$ cat config.mk
export PLATFORM = sky130hd
export DESIGN_NAME = fu_multicycle
export DESIGN_NICKNAME = d
export VERILOG_FILES = /design/src/rtl/fu_multicycle.sv
export SDC_FILE = /design/constraint.sdc
export NUM_CORES = 1
export LEC_CHECK = 0
export CORE_ASPECT_RATIO = 1.1
export CORE_MARGIN = 2
export CORE_UTILIZATION = 54
export CTS_BUF_LIST = sky130_fd_sc_hd__clkbuf_16
export DETAILED_ROUTE_END_ITERATION = 12
export PLACE_DENSITY = 0.88
export SYNTH_ARGS = -nofsm -noshare
export SYNTH_HDL_FRONTEND = slang
export SYNTH_SLANG_ARGS = --single-unit
$ cat constraint.sdc
create_clock -name clk -period 2.87 [get_ports clk]
set_clock_uncertainty 0.05 [all_clocks]
set_input_delay 0.287 -clock clk [delete_from_list [all_inputs] [get_ports clk]]
set_output_delay 0.287 -clock clk [all_outputs]
set_load 0.01 [all_outputs]
$ cat src/rtl/fu_multicycle.sv
// WIDTH-bit function unit with registered result/flags and a start/done handshake.
// Classic ops commit in one cycle; N-bit shifts and unsigned multiply iterate.
module fu_multicycle #(
    parameter int WIDTH = 16,
    localparam int SW = $clog2(WIDTH)
) (
    input  logic             clk,
    input  logic             rst_n,
    input  logic             start,
    input  logic [4:0]       FS,
    input  logic [WIDTH-1:0] A,
    input  logic [WIDTH-1:0] B,
    output logic             busy,
    output logic             done,
    output logic [WIDTH-1:0] result,
    output logic             V,
    output logic             C,
    output logic             N,
    output logic             Z
);
    typedef enum logic {IDLE, RUN} state_t;
    typedef enum logic [1:0] {
        OP_SHR = 2'b00,
        OP_SHL = 2'b01,
        OP_ASR = 2'b10,
        OP_MUL = 2'b11
    } xop_t;

    state_t               state_q, state_d;
    xop_t                 op_q;
    logic [SW:0]          cnt_q;
    logic [2*WIDTH-1:0]   acc_q, step_acc;
    logic [WIDTH-1:0]     mcand_q;
    logic [WIDTH:0]       msum;
    logic                 step_c;
    logic [WIDTH-1:0]     addend, s_res;
    logic [WIDTH:0]       sum;
    logic                 s_v, s_c, s_nz, multi;
    logic [SW-1:0]        n;
    logic                 load, step, commit_s, commit_m;

    assign n    = B[SW-1:0];
    assign busy = (state_q == RUN);

    // Single-cycle result/flags from live inputs, and whether the op iterates
    always_comb begin
        addend = '0;
        sum    = '0;
        s_res  = '0;
        s_v    = 1'b0;
        s_c    = 1'b0;
        s_nz   = 1'b0;
        multi  = 1'b0;
        if (!FS[4]) begin
            if (!FS[3]) begin
                case (FS[2:1])
                    2'b00:   addend = '0;
                    2'b01:   addend = B;
                    2'b10:   addend = ~B;
                    default: addend = '1;
                endcase
                sum   = {1'b0, A} + {1'b0, addend} + {{WIDTH{1'b0}}, FS[0]};
                s_res = sum[WIDTH-1:0];
                s_c   = sum[WIDTH];
                s_v   = (A[WIDTH-1] == addend[WIDTH-1]) &&
                        (s_res[WIDTH-1] != A[WIDTH-1]);
                s_nz  = 1'b1;
            end else if (!FS[2]) begin
                case (FS[1:0])
                    2'b00:   s_res = A & B;
                    2'b01:   s_res = A | B;
                    2'b10:   s_res = A ^ B;
                    default: s_res = ~A;
                endcase
                s_nz = 1'b1;
            end else begin
                case (FS[1:0])
                    2'b00:   s_res = B;
                    2'b01:   s_res = B >> 1;
                    2'b10:   s_res = B << 1;
                    default: s_res = '0;
                endcase
            end
        end else if (FS[3:2] == 2'b00) begin
            if (FS[1:0] == 2'b11 || n != '0) begin
                multi = 1'b1;
            end else begin
                s_res = A;
                s_nz  = 1'b1;
            end
        end
    end

    // One iteration: single-bit shift, or one shift-add multiply step
    always_comb begin
        step_acc = acc_q;
        step_c   = 1'b0;
        msum     = '0;
        case (op_q)
            OP_SHR: begin
                step_acc[WIDTH-1:0] = {1'b0, acc_q[WIDTH-1:1]};
                step_c = acc_q[0];
            end
            OP_SHL: begin
                step_acc[WIDTH-1:0] = {acc_q[WIDTH-2:0], 1'b0};
                step_c = acc_q[WIDTH-1];
            end
            OP_ASR: begin
                step_acc[WIDTH-1:0] = {acc_q[WIDTH-1], acc_q[WIDTH-1:1]};
                step_c = acc_q[0];
            end
            default: begin
                msum = {1'b0, acc_q[2*WIDTH-1:WIDTH]} +
                       (acc_q[0] ? {1'b0, mcand_q} : '0);
                step_acc = {msum, acc_q[WIDTH-1:1]};
            end
        endcase
    end

    // Next-state and control strobes
    always_comb begin
        state_d  = state_q;
        load     = 1'b0;
        step     = 1'b0;
        commit_s = 1'b0;
        commit_m = 1'b0;
        unique case (state_q)
            IDLE: begin
                if (start) begin
                    if (multi) begin
                        load    = 1'b1;
                        state_d = RUN;
                    end else begin
                        commit_s = 1'b1;
                    end
                end
            end
            RUN: begin
                step = 1'b1;
                if (cnt_q == 1) begin
                    commit_m = 1'b1;
                    state_d  = IDLE;
                end
            end
            default: state_d = IDLE;
        endcase
    end

    // State register
    always_ff @(posedge clk or negedge rst_n) begin
        if (!rst_n) state_q <= IDLE;
        else        state_q <= state_d;
    end

    // Working registers, committed outputs and done pulse
    always_ff @(posedge clk or negedge rst_n) begin
        if (!rst_n) begin
            op_q    <= OP_SHR;
            cnt_q   <= '0;
            acc_q   <= '0;
            mcand_q <= '0;
            done    <= 1'b0;
            result  <= '0;
            V       <= 1'b0;
            C       <= 1'b0;
            N       <= 1'b0;
            Z       <= 1'b0;
        end else begin
            done <= commit_s | commit_m;
            if (load) begin
                op_q    <= xop_t'(FS[1:0]);
                mcand_q <= A;
                if (FS[1:0] == OP_MUL) begin
                    cnt_q <= (SW+1)'(WIDTH);
                    acc_q <= {{WIDTH{1'b0}}, B};
                end else begin
                    cnt_q <= {1'b0, n};
                    acc_q <= {{WIDTH{1'b0}}, A};
                end
            end
            if (step) begin
                acc_q <= step_acc;
                cnt_q <= cnt_q - 1'b1;
            end
            if (commit_s) begin
                result <= s_res;
                V      <= s_v;
                C      <= s_c;
                N      <= s_nz & s_res[WIDTH-1];
                Z      <= s_nz & (s_res == '0);
            end
            if (commit_m) begin
                result <= step_acc[WIDTH-1:0];
                V      <= 1'b0;
                C      <= (op_q == OP_MUL) ?
                          (|step_acc[2*WIDTH-1:WIDTH]) : step_c;
                N      <= step_acc[WIDTH-1];
                Z      <= (step_acc[WIDTH-1:0] == '0);
            end
        end
    end
endmodule
-- Word level (Yosys, flattened, before mapping)
Index checks and enable logic that the tools add are counted.
- bits in registers: 77
- input port bits: 40
- output and inout bits: 22
- logic and storage cells: 103
- add/sub/neg operators: 4
- eq/ne operators: 11
- multiplexer cells: 54
- bitwise logic cells: 9
- reduce and logical (&&, ||, !) cells: 14
- operator list (kind ; count):
    $mux W16 ; 12
    $pmux W16 S3 ; 4
    $mux W32 ; 2
    $add A16 B16 Y17 ; 2
    $logic_not A16 Y1 ; 2
    $not A16 Y16 ; 2
    $mux W1 ; 31
    $add A17 B1 Y17 ; 1
    $and A16 B16 Y16 ; 1
    $or A16 B16 Y16 ; 1
    $reduce_or A16 Y1 ; 1
    $xor A16 B16 Y16 ; 1
    $mux W5 ; 3
    $eq A2 B2 Y1 const B ; 5
    $logic_not A2 Y1 ; 4
    $eq A2 B1 Y1 const B ; 3
    $eq A5 B1 Y1 const B ; 1
    $sub A5 B1 Y5 const B ; 1
    $pmux W1 S2 ; 2
    $reduce_bool A2 Y1 ; 2
    $reduce_bool A4 Y1 ; 1
    $reduce_or A3 Y1 ; 1
    $and A1 B1 Y1 ; 2
    $reduce_or A2 Y1 ; 1
    other kinds (6) ; 6

-- Longest topological paths before layout
Gate-level depths: netlist of run 1.
- word-level depth: 12
- gate-level depth with buffers: 17
- depth with buffers taken out: 13

-- Worst setup path after synthesis of run 1
OpenSTA, ideal clock, no wires.
- kind: input port to flip-flop
- start: in FS[1]
- end: reg result[14]
- library setup time: 126 ps
- arrival: 3699 ps
- required time: 2694 ps
- path slack: -1005 ps
- stages on the path: 17
- path buffers: 4
- cell sequence: buf_2 > clkbuf_1 > buf_1 > buf_1 > nand2_1 > o21ai_0 > fa_1 > inv_1 > fa_1 > or2b_1 > a21oi_1 > o221ai_1 > nand3_1 > nand2_1 > xnor2_1 > a221o_1 > a221o_1
- word-level cells in the longest chain between the ends: 10
- elaborated cells on any way between the ends: 29
- those cells by class: 2 x add/sub; 5 x eq/ne; 18 x mux; 4 x reduce/logical
- ends and longest elaborated chain (element ; RTL line ; text):
    start, declared ; 10 ; input logic [4:0] FS,
    $eq A2 B2 Y1, or another cell as far along ; 56 ; case (FS[2:1])
    $pmux W16 S3 ; 56 ;
    $mux W16 ; 55 ; if (!FS[3]) begin
    $mux W16 ; 54 ; if (!FS[4]) begin
    $add A16 B16 Y17 ; 62 ; sum = {1'b0, A} + {1'b0, addend} + {{WIDTH{1'b0}}, FS[0]};
    $add A17 B1 Y17 ; 62 ;
    $mux W16 ; 55 ;
    $mux W16 ; 54 ;
    $mux W16 ; 185 ; if (commit_s) begin
    $mux W16 ; 192 ; if (commit_m) begin
    end signal, assigned ; 186 ; result <= s_res;
    end signal, assigned ; 193 ; result <= step_acc[WIDTH-1:0];
    end, declared ; 15 ; output logic [WIDTH-1:0] result,
Several ways; a longest one is shown, not always the timed one. The select of a mux whose other input is x is not followed.
A chain may end at the register's enable or synchronous reset.

-- Worst setup path after layout of run 1
- start: reg acc_q[0]
- end: reg C
- word-level cells in the longest chain between the ends: 6
- elaborated cells on any way between the ends: 7
- those cells by class: 1 x add/sub; 5 x mux; 1 x reduce/logical
- ends and longest elaborated chain (element ; RTL line ; text):
    start, declared ; 32 ; logic [2*WIDTH-1:0] acc_q, step_acc;
    start signal, assigned ; 175 ; acc_q <= {{WIDTH{1'b0}}, B};
    start signal, assigned ; 178 ; acc_q <= {{WIDTH{1'b0}}, A};
    start signal, assigned ; 182 ; acc_q <= step_acc;
    $mux W16 ; 114 ; (acc_q[0] ? {1'b0, mcand_q} : '0);
    $add A16 B16 Y17 ; 113 ; msum = {1'b0, acc_q[2*WIDTH-1:WIDTH]} +
    $mux W16 ; 99 ; case (op_q)
    $reduce_or A16 Y1 ; 196 ; (|step_acc[2*WIDTH-1:WIDTH]) : step_c;
    $mux W1 (*) ; 195 ; C <= (op_q == OP_MUL) ?
    $mux W1 (*) ; 192 ;
    end signal, assigned ; 195 ;
    end, declared ; 17 ; output logic C,
Mark *: on every way between the ends. The rest lies on a longest branch, timed or not.

==> out/qor.csv, run 1 <==
metric;value;unit
Net Count, Synth;1018;
Period minus WS final;3.08;ns
number of global-route vias before repair;8188;
ys async rst share;100;%
Cells after DPL;1257;
Max Cap Viol;0;
VDD IR max;0.429;mV
CTS tree;yes;
number of fill cells;893;
Final Max Slew Viols;0;
CTS Root Buffer Type;clkbuf_16;
number of flops mapped to enable cells by yosys;0;
crit path kind;reg -> reg;
routed vias;8441;
crit path DAT;3.21;ns
initial DRC count;959;
register area;1930;µm²
via/cell ratio;6.51;
predominant post-synthesis flop cell;dfrtp_1;
Seq/Total Area, Yosys;25.5;%
violated checks;negative setup slack;
crit-path max FO;3;
slew margin rel.;34.9;%
drt total wl;26.8;mm
CP peak stage delay;0.43;ns
post-synth top area share;25.5;%
first drt pass iteration count;8;
synthesized flop and latch total;77;
Post-Route Utilization;75.3;%
core area;13700;µm²
crit-path cells;and2_4 > ha_4 > inv_2 > fa_2 > nand2b_4 > nand2_1 > a211oi_1 > o211ai_1 > a21boi_0 > o2111ai_1 > nor4_2 > a41oi_2;
DRT antenna net count;0;
HPWL after DPL;18.3;mm
DR top layer;met4;
final cycle utilization of the critical path;107;%
WL per Instance;20.7;µm
share of layout cells above drive strength 1;28.8;%
Chip Width;117;µm
io pins;62;
Finished Layout Cells;1297;
Placer Congestion;0.966;
port bufs;61;
diodes inserted;0;
# rows;45;
fmax;0.325;GHz
largest net degree at the start of global routing;78;
PwrDens;683;nW/µm²
Hold/Removal Path Class;in -> async;
Ys Warns;0;
flop-to-flop setup slack;-0.21;ns
first-pass GRT wire length;40.7;mm
CP max-delay cell;dfrtp_1;
CTS sink count;77;
clock latency on the worst-skew pair;0.34;ns
slack of the critical path;-0.206;ns
RSZ-0062 raised after global routing;yes;
clk slew on worst S/H paths;0.06;ns
final setup fails;2;
Worst setup EP type;flop;
largest area contributor in the netlist;dfrtp_1;
multi-input logic area;5670;µm²
Post-Synth Adder-Cell Area;11.5;%
syn avg cell area;8.32;µm²
antenna violations before repair;0;
met3 wire length;2.20;mm
largest cells by area after synthesis;dfrtp_1 25%, ha_1 11%, mux2i_1 5.8%;
Num CTS Buffers;9;
Initial Utilization;55.1;%
Fin. Hold Viols;0;
Synth Area in XOR/XNOR;2.89;%
post-synthesis cell area;7570;µm²
Compound-Gate Fraction of Synth Area;23.7;%
CTS H-tree depth;3;
largest family of logic cells by synthesized area;compound AO/OA/AOI/OAI gates;
depth of the worst register-to-register path;12;
Distinct cells, synth;71;
synthesized-area fraction occupied by and/or/nand/nor cells;16.9;%
P&R area growth vs syn;36.7;%
maximum clock path buffer count;2;
post-synthesis mux area share;13.0;%
design area;10300;µm²
CP startpoint kind;flop;
GRT Residual Overflow;0;
Post-Route M1 WL;9.87;mm
Crit path required time;3.00;ns
reg-to-reg endpoint;C$_DFFE_PN0P_;
gr usage total;34.5;%
Die Y;128;µm
hold_ws;0.0485;ns
Static Leakage;4.99;nW
DRC;0;
die area;15000;µm²
RR Startpoint;acc_q[0]$_DFFE_PN0P_;
placed inst area;9420;µm²
met2 routed WL;13.0;mm
Nets;1213;
status;finished with violations;
cts hold-fix bufs;0;
worst-margin pin slew;0.977;ns
Gate Count Post-Synth;910;
cells by family after synthesis:
logic type | Yosys count
DFF | 77
muxes | 79
xor gates and xnor gates | 25
and+or+nand+nor | 267
buffers and inverters | 126
AOI/OAI and AO/OA | 268
adders and majority gates | 68
per-layer routing:
metal / GRT usage, % / up-vias
met5: 0 / -
met4: 17.9 / 0
met3: 4.59 / 146
met2: 57.7 / 541
met1: 43.1 / 4039
li1: - / 3715
area by class of cell:
type,count,share of cell area [%]
Multi-Input combinational cell,707,54.8
Timing Repair Buffer,241,19.3
Sequential cell,77,18.6
Inverter,69,2.55
Tap cell,188,2.27
Clock buffer,9,2.18
Clock inverter,6,0.230
synth_stat cells, types with 6 or more instances:
master and number:
nand2_1 105, dfrtp_1 77, a21oi_1 72, inv_1 69, o21ai_0 66, ha_1 65, mux2i_1 44, clkbuf_1 41
nor2_1 39, nand3_1 28, mux2_2 22, and2_1 21, nor3_1 20, o211ai_1 16, xnor2_1 15, mux4_2 13
buf_2 12, a221o_1 11, o221ai_1 11, a21o_1 10, a221oi_1 10, xor2_1 10, a211oi_1 9, and3_1 9
a21boi_0 8, or3_1 8, nor4_1 7, o21a_1 6
through the flow:
step,worst slack (ns),total power [mW],TNS (ns)
6_report,-0.206,7.06,-0.278
4_1_cts,0.00166,6.52,0
5_1_grt,-0.250,7.42,-0.557
3_3_place_gp,-0.638,5.20,-5.10
3_5_place_dp,-0.743,5.35,-6.75
2_1_floorplan,-0.309,4.08,-0.635
power by group:
part	internal (mW)	switching, mW	total, mW
registers	1.55	0.475	2.03
logic	1.93	2.11	4.04
clock network	0.563	0.428	0.991
total	4.04	3.02	7.06
critical path, delay by kind of cell (launching register included):
family / cells / cell delay (ns)
adders and majority gates: 2 / 0.34
and+or+nand+nor: 4 / 0.77
DFF: 1 / 0.43
AOI/OAI and AO/OA: 5 / 1.26
buffers and inverters: 1 / 0.06
flip-flops by register name, summed over array words and instances, names as in the netlist:
signal / count
V: 1
C: 1
done: 1
Z: 1
op_q: 2
mcand_q: 16
acc_q: 32
N: 1
result: 16
cnt_q: 5
busy: 1
placed cells by master (no fill, tap or decap), types with 18 or more instances in the layout:
master / n
ha_1: 54
a21oi_1: 65
nand3_1: 27
and2_1: 18
inv_1: 65
mux2_2: 22
mux2i_1: 42
nor2_1: 39
dfrtp_1: 76
clkdlybuf4s50_1: 42
o21ai_0: 57
nand2_1: 103
buf_4: 176
how the worst max path moves through the flow:
stage                               startpoint                      to  cells past startpoint
final                     acc_q[0]$_DFFE_PN0P_           C$_DFFE_PN0P_                     12
after global routing      acc_q[0]$_DFFE_PN0P_           C$_DFFE_PN0P_                     11
after CTS                 acc_q[0]$_DFFE_PN0P_           C$_DFFE_PN0P_                     11
after detailed placement                 FS[2]           Z$_DFFE_PN0P_                     14
after global placement                   FS[2]           Z$_DFFE_PN0P_                     14
after floorplan                          FS[1]  result[14]$_DFFE_PN0P_                     17
timing repair:
item | in CTS | in global routing
setup endpoints to repair | 9 | 9
pin swaps | 26 | 46
resized for setup | 31 | 85
setup buffers | 8 | 18
Note: power is estimated with default switching activity, not from simulation.
==> run 2, diff against run 1 <==
- CTS_CLUSTER_SIZE: default -> 25
- clock period: 2.87 -> 2.5 ns (I/O delays scaled with it)
==> run 2 against run 1 <==
The flow still finishes with violations (negative setup slack). Non-clock buffer count rose by 48. Total power up 19%. Utilization increased by 3.9 points. Critical endpoint is now Z$_DFFE_PN0P_. Combinational power up 24%. Worst hold slack better by 0.30 ns. Clock power is 14% higher. Die area stayed put. Count of clock-buffer cells in the layout stayed put. Largest power group unchanged. Highest routed layer unchanged.
==> out/qor.csv, run 2 (same netlist as run 1, synthesis figures left out) <==
metric;value;unit
DRC;0;
GRT Residual Overflow;0;
antenna violations before repair;0;
Finished Layout Cells;1345;
Sw Ratio;42.4;%
via/cell ratio;6.66;
DRT antenna net count;0;
CTS sink count;77;
RSZ-0062 raised after global routing;yes;
core area;13700;µm²
diodes inserted;0;
commonest cells after routing, fill and taps aside;213 x buf_4, 99 x nand2_1, 75 x dfrtp_1, 66 x inv_1, 62 x a21oi_1;
Clk network pwr share;13.4;%
HPWL after DPL;19.6;mm
Num CTS Buffers;9;
largest net degree at the start of global routing;49;
Chip Width;117;µm
Crit path required time;2.68;ns
Die Y;128;µm
clk slew on worst S/H paths;0.06;ns
P&R area growth vs syn;43.7;%
Place WS;-1.02;ns
Pwr Total;8.43;mW
Cells after DPL;1301;
port bufs;61;
share of layout cells above drive strength 1;33.8;%
commonest non-fill, non-tap cell in the layout;buf_4;
CTS H-tree depth;3;
crit-path cells;dlygate4sd2_1 > o21ai_0 > ha_4 > nand4_1 > a21oi_2 > a211oi_2 > buf_4 > o41ai_4 > xnor2_1 > a222oi_1 > inv_1 > o41ai_2;
violated checks;negative setup slack;
slew margin rel.;55.3;%
Final Max Slew Viols;0;
crit path DAT;3.02;ns
Max Cap Viol;0;
# rows;45;
maximum clock path buffer count;2;
crit path kind;in -> reg;
Largest delay share family, worst path;compound AO/OA/AOI/OAI gates;
CP bufs+invs;3;
Comb power frac;59.6;%
CP peak stage delay;0.47;ns
status;finished with violations;
fmax;0.352;GHz
slack of the critical path;-0.340;ns
PwrDens;775;nW/µm²
CTS tree;yes;
number of global-route vias before repair;9064;
Hold/Removal Path Class;in -> reg;
gr usage total;39.3;%
Period minus WS final;2.84;ns
biggest regs;acc_q: 32 flops, mcand_q: 16 flops, result: 16 flops;
crit-path max FO;5;
die area;15000;µm²
VDD IR max;0.502;mV
CP max-delay cell;o21ai_0;
io pins;62;
drt total wl;30.1;mm
cell internal pwr;4.85;mW
max FFs per register;32;
final cycle utilization of the critical path;114;%
Fin. Hold Viols;0;
Placer Congestion;1.00;
clock latency on the worst-skew pair;0.33;ns
first drt pass iteration count;6;
WL per Instance;22.4;µm
worst-margin pin slew;0.669;ns
Sequential Power Share;27.0;%
CP startpoint kind;primary input;
final setup fails;18;
Worst setup EP type;flop;
initial DRC count;1121;
Initial Utilization;55.1;%
NetSw;3.58;mW
routed vias;8962;
Biggest register;acc_q;
Nets;1261;
Static Leakage;5.16;nW
number of fill cells;764;
CTS Root Buffer Type;clkbuf_16;
first-pass GRT wire length;46.0;mm
==> run 2: worst register-to-register path: cells and delay by family, from the launching register on <==
| family | cells | cell delay [ns] |
|---|---|---|
| simple gates | 4 | 0.88 |
| compound gates | 5 | 0.71 |
| buf+inv | 2 | 0.29 |
| fa+ha+maj | 1 | 0.31 |
| flops | 1 | 0.45 |
==> run 2: cell type report <==
class | count | area [µm²] | share of cell area [%]
Tap cell | 188 | 235 | 2.16
Multi-Input combinational cell | 707 | 5820 | 53.5
Clock buffer | 9 | 225 | 2.07
Sequential cell | 77 | 1930 | 17.7
Inverter | 69 | 272 | 2.50
Clock inverter | 6 | 22.5 | 0.207
Timing Repair Buffer | 289 | 2370 | 21.8
==> run 2: final timing paths <==
kind | slack (ns) | end | cells after the start | start
worst max register to register | -0.32 | C$_DFFE_PN0P_ | 12 | acc_q[0]$_DFFE_PN0P_
worst min register to register | 0.46 | mcand_q[2]$_DFFE_PN0P_ | 1 | mcand_q[2]$_DFFE_PN0P_
worst max-delay path | -0.34 | Z$_DFFE_PN0P_ | 12 | B[7]
worst min-delay path | 0.34 | mcand_q[0]$_DFFE_PN0P_ | 3 | A[0]
max in group asynchronous | 1.35 | acc_q[29]$_DFFE_PN0P_ | 3 | rst_n
min in group asynchronous | 0.44 | result[1]$_DFFE_PN0P_ | 2 | rst_n
==> run 2: metal layers <==
metal | track usage (%) | routed length [µm]
met5 | 0 | 0
met2 | 65.8 | 14400
met4 | 25.5 | 2660
met3 | 6.15 | 2930
met1 | 46.4 | 10100
==> run 2: per-stage QoR <==
stage / hold slack (ns) / area, µm² / TNS, ns / util [%]
floorplan: -0.0956 / 7740 / -3.93 / -
global placement: 0.247 / 9820 / -19.69 / 71.5
detailed placement: 0.245 / 9820 / -24.18 / 71.5
CTS: 0.324 / 10500 / -1.68 / 76.7
global route: 0.340 / 10900 / -4.40 / 79.2
finish: 0.344 / 10900 / -2.47 / 79.2
==> run 2: power groups by stage <==
| stage | clock (mW) | sequential, mW | combinational, mW |
|---|---|---|---|
| finish | 1.13 | 2.27 | 5.02 |
| global route | 1.17 | 2.31 | 5.38 |
| CTS | 1.13 | 2.23 | 4.59 |
| detailed placement | 0 | 2.23 | 4.31 |
| global placement | 0 | 2.20 | 4.06 |
| floorplan | 0 | 2.15 | 2.57 |
==> run 2: repair_timing <==
action | CTS | global route
cloned | 1 | 0
pin swaps | 50 | 44
endpoints found under the setup margin | 44 | 33
setup buffers | 22 | 9
gates resized for setup | 118 | 60
endpoints found under the hold margin | 45 | 0
hold buffers | 1 | 0
